**config.mk**
```make
export PLATFORM = sky130hd
export DESIGN_NAME = unified_mem_arbiter
export DESIGN_NICKNAME = d
export VERILOG_FILES = /design/src/rtl/unified_mem_arbiter.sv
export SDC_FILE = /design/constraint.sdc
export NUM_CORES = 1
export LEC_CHECK = 0
export BUFFER_PORTS_ARGS = -buffer_cell sky130_fd_sc_hd__buf_2
export CORE_ASPECT_RATIO = 0.9
export CORE_UTILIZATION = 39
export CTS_CLUSTER_DIAMETER = 60
export DETAILED_ROUTE_END_ITERATION = 10
export PLACE_DENSITY = 0.72
export REMOVE_ABC_BUFFERS = 1
export SKIP_LAST_GASP = 1
export SYNTH_ARGS = -nofsm -noshare
export SYNTH_HDL_FRONTEND = slang
export SYNTH_SLANG_ARGS = --single-unit
```
**constraint.sdc**
```tcl
create_clock -name clk -period 3.5 [get_ports clk]
set_input_delay 0 -clock clk [delete_from_list [all_inputs] [get_ports clk]]
set_output_delay 0 -clock clk [all_outputs]
set_load 0.03 [all_outputs]
```
**src/rtl/unified_mem_arbiter.sv**
```systemverilog
// Arbiter sharing one single-ported memory between instruction fetch and load/store traffic.
// DM has priority over IF with a streak limit; a watchdog force-completes hung accesses.
module unified_mem_arbiter #(
    parameter int ADDR_W        = 32,
    parameter int DATA_W        = 32,
    parameter int MAX_DM_STREAK = 4,
    parameter int TIMEOUT       = 255,
    parameter int CNT_W         = 8
) (
    input  logic                clk,
    input  logic                rst_n,
    input  logic                if_req,
    input  logic [ADDR_W-1:0]   if_addr,
    output logic                if_valid,
    output logic [DATA_W-1:0]   if_rdata,
    output logic                if_stall,
    input  logic                dm_req,
    input  logic                dm_we,
    input  logic [ADDR_W-1:0]   dm_addr,
    input  logic [DATA_W-1:0]   dm_wdata,
    input  logic [DATA_W/8-1:0] dm_be,
    output logic                dm_valid,
    output logic [DATA_W-1:0]   dm_rdata,
    output logic                dm_stall,
    output logic                mem_req,
    output logic                mem_we,
    output logic [ADDR_W-1:0]   mem_addr,
    output logic [DATA_W-1:0]   mem_wdata,
    output logic [DATA_W/8-1:0] mem_be,
    input  logic                mem_ready,
    input  logic [DATA_W-1:0]   mem_rdata,
    output logic                bus_err
);

    typedef enum logic [1:0] {IDLE, BUSY_IF, BUSY_DM, RESP} state_e;

    localparam logic [CNT_W-1:0] MAX_STREAK_C = CNT_W'(MAX_DM_STREAK);
    localparam logic [CNT_W-1:0] TMO_LAST_C   = CNT_W'(TIMEOUT - 1);
    localparam bit               TMO_EN       = (TIMEOUT != 0);

    state_e              state_q, state_d;
    logic                owner_dm_q, owner_dm_d;
    logic                mem_req_q, mem_req_d;
    logic                mem_we_q, mem_we_d;
    logic [ADDR_W-1:0]   mem_addr_q, mem_addr_d;
    logic [DATA_W-1:0]   mem_wdata_q, mem_wdata_d;
    logic [DATA_W/8-1:0] mem_be_q, mem_be_d;
    logic [DATA_W-1:0]   rdata_q, rdata_d;
    logic [CNT_W-1:0]    streak_q, streak_d;
    logic [CNT_W-1:0]    tmo_q, tmo_d;
    logic                bus_err_q, bus_err_d;

    always_ff @(posedge clk) begin
        if (!rst_n) begin
            state_q     <= IDLE;
            owner_dm_q  <= 1'b0;
            mem_req_q   <= 1'b0;
            mem_we_q    <= 1'b0;
            mem_addr_q  <= '0;
            mem_wdata_q <= '0;
            mem_be_q    <= '0;
            rdata_q     <= '0;
            streak_q    <= '0;
            tmo_q       <= '0;
            bus_err_q   <= 1'b0;
        end else begin
            state_q     <= state_d;
            owner_dm_q  <= owner_dm_d;
            mem_req_q   <= mem_req_d;
            mem_we_q    <= mem_we_d;
            mem_addr_q  <= mem_addr_d;
            mem_wdata_q <= mem_wdata_d;
            mem_be_q    <= mem_be_d;
            rdata_q     <= rdata_d;
            streak_q    <= streak_d;
            tmo_q       <= tmo_d;
            bus_err_q   <= bus_err_d;
        end
    end

    always_comb begin
        state_d     = state_q;
        owner_dm_d  = owner_dm_q;
        mem_req_d   = mem_req_q;
        mem_we_d    = mem_we_q;
        mem_addr_d  = mem_addr_q;
        mem_wdata_d = mem_wdata_q;
        mem_be_d    = mem_be_q;
        rdata_d     = rdata_q;
        streak_d    = streak_q;
        tmo_d       = tmo_q;
        bus_err_d   = bus_err_q;

        case (state_q)
            IDLE: begin
                tmo_d = '0;
                // The streak only grows while IF is actually waiting behind DM.
                if (dm_req && (!if_req || (streak_q < MAX_STREAK_C))) begin
                    state_d     = BUSY_DM;
                    owner_dm_d  = 1'b1;
                    mem_req_d   = 1'b1;
                    mem_we_d    = dm_we;
                    mem_addr_d  = dm_addr;
                    mem_wdata_d = dm_wdata;
                    mem_be_d    = dm_we ? dm_be : '0;
                    streak_d    = if_req ? streak_q + 1'b1 : '0;
                end else if (if_req) begin
                    state_d     = BUSY_IF;
                    owner_dm_d  = 1'b0;
                    mem_req_d   = 1'b1;
                    mem_we_d    = 1'b0;
                    mem_addr_d  = if_addr;
                    mem_wdata_d = '0;
                    mem_be_d    = '0;
                    streak_d    = '0;
                end
            end
            BUSY_IF, BUSY_DM: begin
                tmo_d = tmo_q + 1'b1;
                if (mem_ready) begin
                    rdata_d   = mem_we_q ? '0 : mem_rdata;
                    mem_req_d = 1'b0;
                    state_d   = RESP;
                end else if (TMO_EN && (tmo_q == TMO_LAST_C)) begin
                    rdata_d   = '0;
                    bus_err_d = 1'b1;
                    mem_req_d = 1'b0;
                    state_d   = RESP;
                end
            end
            RESP: begin
                tmo_d   = '0;
                state_d = IDLE;
            end
            default: state_d = IDLE;
        endcase
    end

    assign if_valid  = (state_q == RESP) && !owner_dm_q;
    assign dm_valid  = (state_q == RESP) &&  owner_dm_q;
    assign if_rdata  = rdata_q;
    assign dm_rdata  = rdata_q;
    assign if_stall  = if_req & ~if_valid;
    assign dm_stall  = dm_req & ~dm_valid;
    assign mem_req   = mem_req_q;
    assign mem_we    = mem_we_q;
    assign mem_addr  = mem_addr_q;
    assign mem_wdata = mem_wdata_q;
    assign mem_be    = mem_be_q;
    assign bus_err   = bus_err_q;

endmodule

```
==> results.json <==
{
  "yosysTopAreaCellShare": 0.499,
  "ys_ff_latch": 122,
  "p_comb_frac": 0.370,
  "grt_pass1_wl_um": 23400,
  "pwr-share-seq": 0.313,
  "cts_root_buffer": "clkbuf_16",
  "netlist_area_sq_um": 4890,
  "crit_chain": "inv_1, ha_1, o21ai_1, and2_1, buf_4, a32o_1, dlygate4sd3_1",
  "drive_gt1_frac": 0.349,
  "antenna_left": 0,
  "cts_resized": 0,
  "synthMuxAreaShare": 0.0675,
  "finalCritPeriodShare": 0.703,
  "synth_top_family_by_area": "compound AO/OA/AOI/OAI gates",
  "cts_tree": "yes",
  "reg2reg_slack_ns": 1.04,
  "clkSinkCount": 122,
  "slew_viol_final": 0,
  "cp_slowest_cell": "dlygate4sd3_1",
  "synthCells": 533,
  "synth_commonest_cells": "nand2_1, dfxtp_1, o21ai_0",
  "finalSetupViolations": 0,
  "finalCriticalPeriod_ns": 2.46,
  "rr_startpoint": "state_q[0]",
  "synth.top_cells.by_area": "dfxtp_1, nand2_1, mux2i_1",
  "skew_ns": 0.00639,
  "hold_viol": 0,
  "wire_per_inst_um": 14.2,
  "core_area_sq_um": 12100,
  "switching_share": 0.363,
  "yosys.area_share.simple": 0.148,
  "critPathLaunch": "state_q[0]",
  "slew-limit-headroom": 0.571,
  "drv_cap": 0,
  "first_global_vias": 4995,
  "synthFlopType": "dfxtp_1",
  "synthArstFlopShare": 0,
  "outcome": "complete, no violations",
  "yosysWarnings": 0,
  "wl_um": 15300,
  "netSwitchingPower_uw": 2130,
  "drtIter0Drc": 417,
  "die_area_sq_um": 13000,
  "fin_setup_tns_ns": 0,
  "crit_required_ns": 3.84,
  "cts_buffer_depth": 2,
  "fillers": 926,
  "fin_area_sq_um": 8160,
  "cp-start-kind": "register",
  "rr_endpoint": "mem_be[1]",
  "synth_edf_count": 0,
  "power_uw": 5890,
  "synth_fa_ha_area_frac": 0.0153,
  "power.leakage_uw": 0.00417,
  "synth.distinct_cells": 36,
  "drt-pass1-iter-count": 4,
  "synth_xor_area_frac": 0.00895,
  "fin_nets": 1050,
  "post_cts_buffers": 0,
  "start_util": 0.404,
  "crit_fanout": 38,
  "grt_max_degree": 65,
  "fmax_ghz": 0.406,
  "port_buffers": 276,
  "synth.most_common_cell": "nand2_1",
  "crit_arrival_ns": 2.80,
  "dpl.hpwl_um": 8720,
  "grt_remaining_overflow": 0,
  "peakVddDrop_uv": 459,
  "reg2reg_depth": 7,
  "num_rows": 38,
  "syn_avg_cell_area_sq_um": 9.18,
  "track_usage": 0.227,
  "place_area_sq_um": 6130,
  "gp_congestion": 0.758,
  "worstHoldStart": "if_req",
  "yosysSeqAreaShare": 0.499,
  "register_area_sq_um": 2440,
  "whs_endpoint": "state_q[1]",
  "clkPwrFrac": 0.317,
  "max_stage_delay_ns": 0.56,
  "multi_input_area_sq_um": 2030,
  "syn2layout_area_growth_pct": 66.9,
  "p_per_area_nw_per_um2": 721,
  "drc_errors": 0,
  "clkLatencyLatePin_ns": 0.40,
  "worst_slew_pin_slew_ns": 0.639,
  "dr_total_vias": 5256,
  "die_y_um": 108,
  "p_int_uw": 3750,
  "ioPinCount": 277,
  "numCtsBuffers": 17,
  "vias_per_cell": 4.87,
  "htree_levels": 4,
  "crit_type": "register to register",
  "antenna_found_initial": 0,
  "critPathCaptureType": "register",
  "min_path_cells": 4,
  "yosysTopAreaCell": "dfxtp_1",
  "clk_pin_slew_ns": 0.06,
  "synth_compound_area_frac": 0.173,
  "rsz0062_at_grt": "no",
  "chipWidth_um": 120,
  "hold_class": "input pin to register"
}
## timing repair
item                                    in CTS  in global routing
endpoints found under the hold margin      103                  0
hold buffers                               139                  0
endpoints found under the setup margin       0                  0
## through the flow
| stage | hold slack, ns | setup WS [ns] | util | instances |
|---|---|---|---|---|
| after floorplan | 0.126 | 0.110 | - | 464 |
| after global placement | 0.209 | 1.66 | 0.506 | 908 |
| after detailed placement | 0.213 | 1.61 | 0.506 | 908 |
| after CTS | 0.132 | 1.09 | 0.673 | 1078 |
| after global routing | 0.154 | 0.891 | 0.673 | 1078 |
| final | 0.144 | 1.04 | 0.673 | 1079 |
## per-layer routing
metal / track usage / vias to the layer above / wire, um
li1: - / 2560 / -
met1: 0.255 / 2435 / 6130
met2: 0.405 / 220 / 7850
met3: 0.0654 / 41 / 902
met4: 0.0920 / 0 / 396
met5: 0 / - / 0
## cell usage in the layout, fill, tap and decap left out, types with 4 or more instances in the layout
master	instances
a22o_1	33
a31oi_1	33
a32o_1	5
and3_1	4
buf_2	276
buf_4	8
bufinv_16	4
clkbuf_16	17
clkinvlp_4	4
dfxtp_1	122
dlygate4sd3_1	139
ha_1	6
inv_1	4
mux2i_1	33
nand2_1	135
nor2_1	10
nor2b_1	8
o21ai_0	35
## power groups by stage
stage / Sequential [uW] / Clock, uW / Combinational, uW
after floorplan: 2470 / 0 / 681
after global placement: 1860 / 0 / 1860
after detailed placement: 1860 / 0 / 1870
after CTS: 1840 / 1880 / 2150
after global routing: 1880 / 1950 / 2330
final: 1850 / 1860 / 2180
## state kept, by name, summed over array words and instances, names as in the netlist
name,flops
mem_addr,32
state_q,2
tmo_q,8
mem_we,1
bus_err,1
streak_q,8
mem_wdata,32
mem_req,1
mem_be,4
dm_rdata,32
owner_dm_q,1
## cell type report
type	count	area share
Antenna cell	1	0.000307
Clock buffer	20	0.0572
Tap cell	160	0.0245
Timing Repair Buffer	423	0.347
Clock inverter	11	0.0207
Sequential cell	122	0.299
Multi-Input combinational cell	338	0.249
Inverter	4	0.00184
## cells by family (layout without fill, tap and decap cells)
family | after synthesis | count (layout)
buf+inv | 73 | 458
simple gates | 173 | 173
flops | 122 | 122
other cells | 0 | 1
xor+xnor | 5 | 5
compound gates | 121 | 121
fa+ha+maj | 6 | 6
mux | 33 | 33
## worst max-delay path: cells and delay by family (launching register included)
kind	cells	cell delay (ns)
AO/OA/AOI/OAI	2	0.56
AND/OR/NAND/NOR	1	0.21
flip-flops	1	0.35
adder cells (fa/ha/maj)	1	0.27
buffers and inverters	3	0.99
## worst max-delay path by stage
stage,endpoint,slack (ns),depth (start not counted)
floorplan,mem_req,0.11,5
global placement,mem_wdata[13],1.66,6
detailed placement,mem_wdata[2],1.61,6
CTS,mem_be[1],1.09,7
global route,mem_be[2],0.89,7
finish,mem_be[1],1.04,7
No activity file was read; power rests on OpenSTA's default activity.
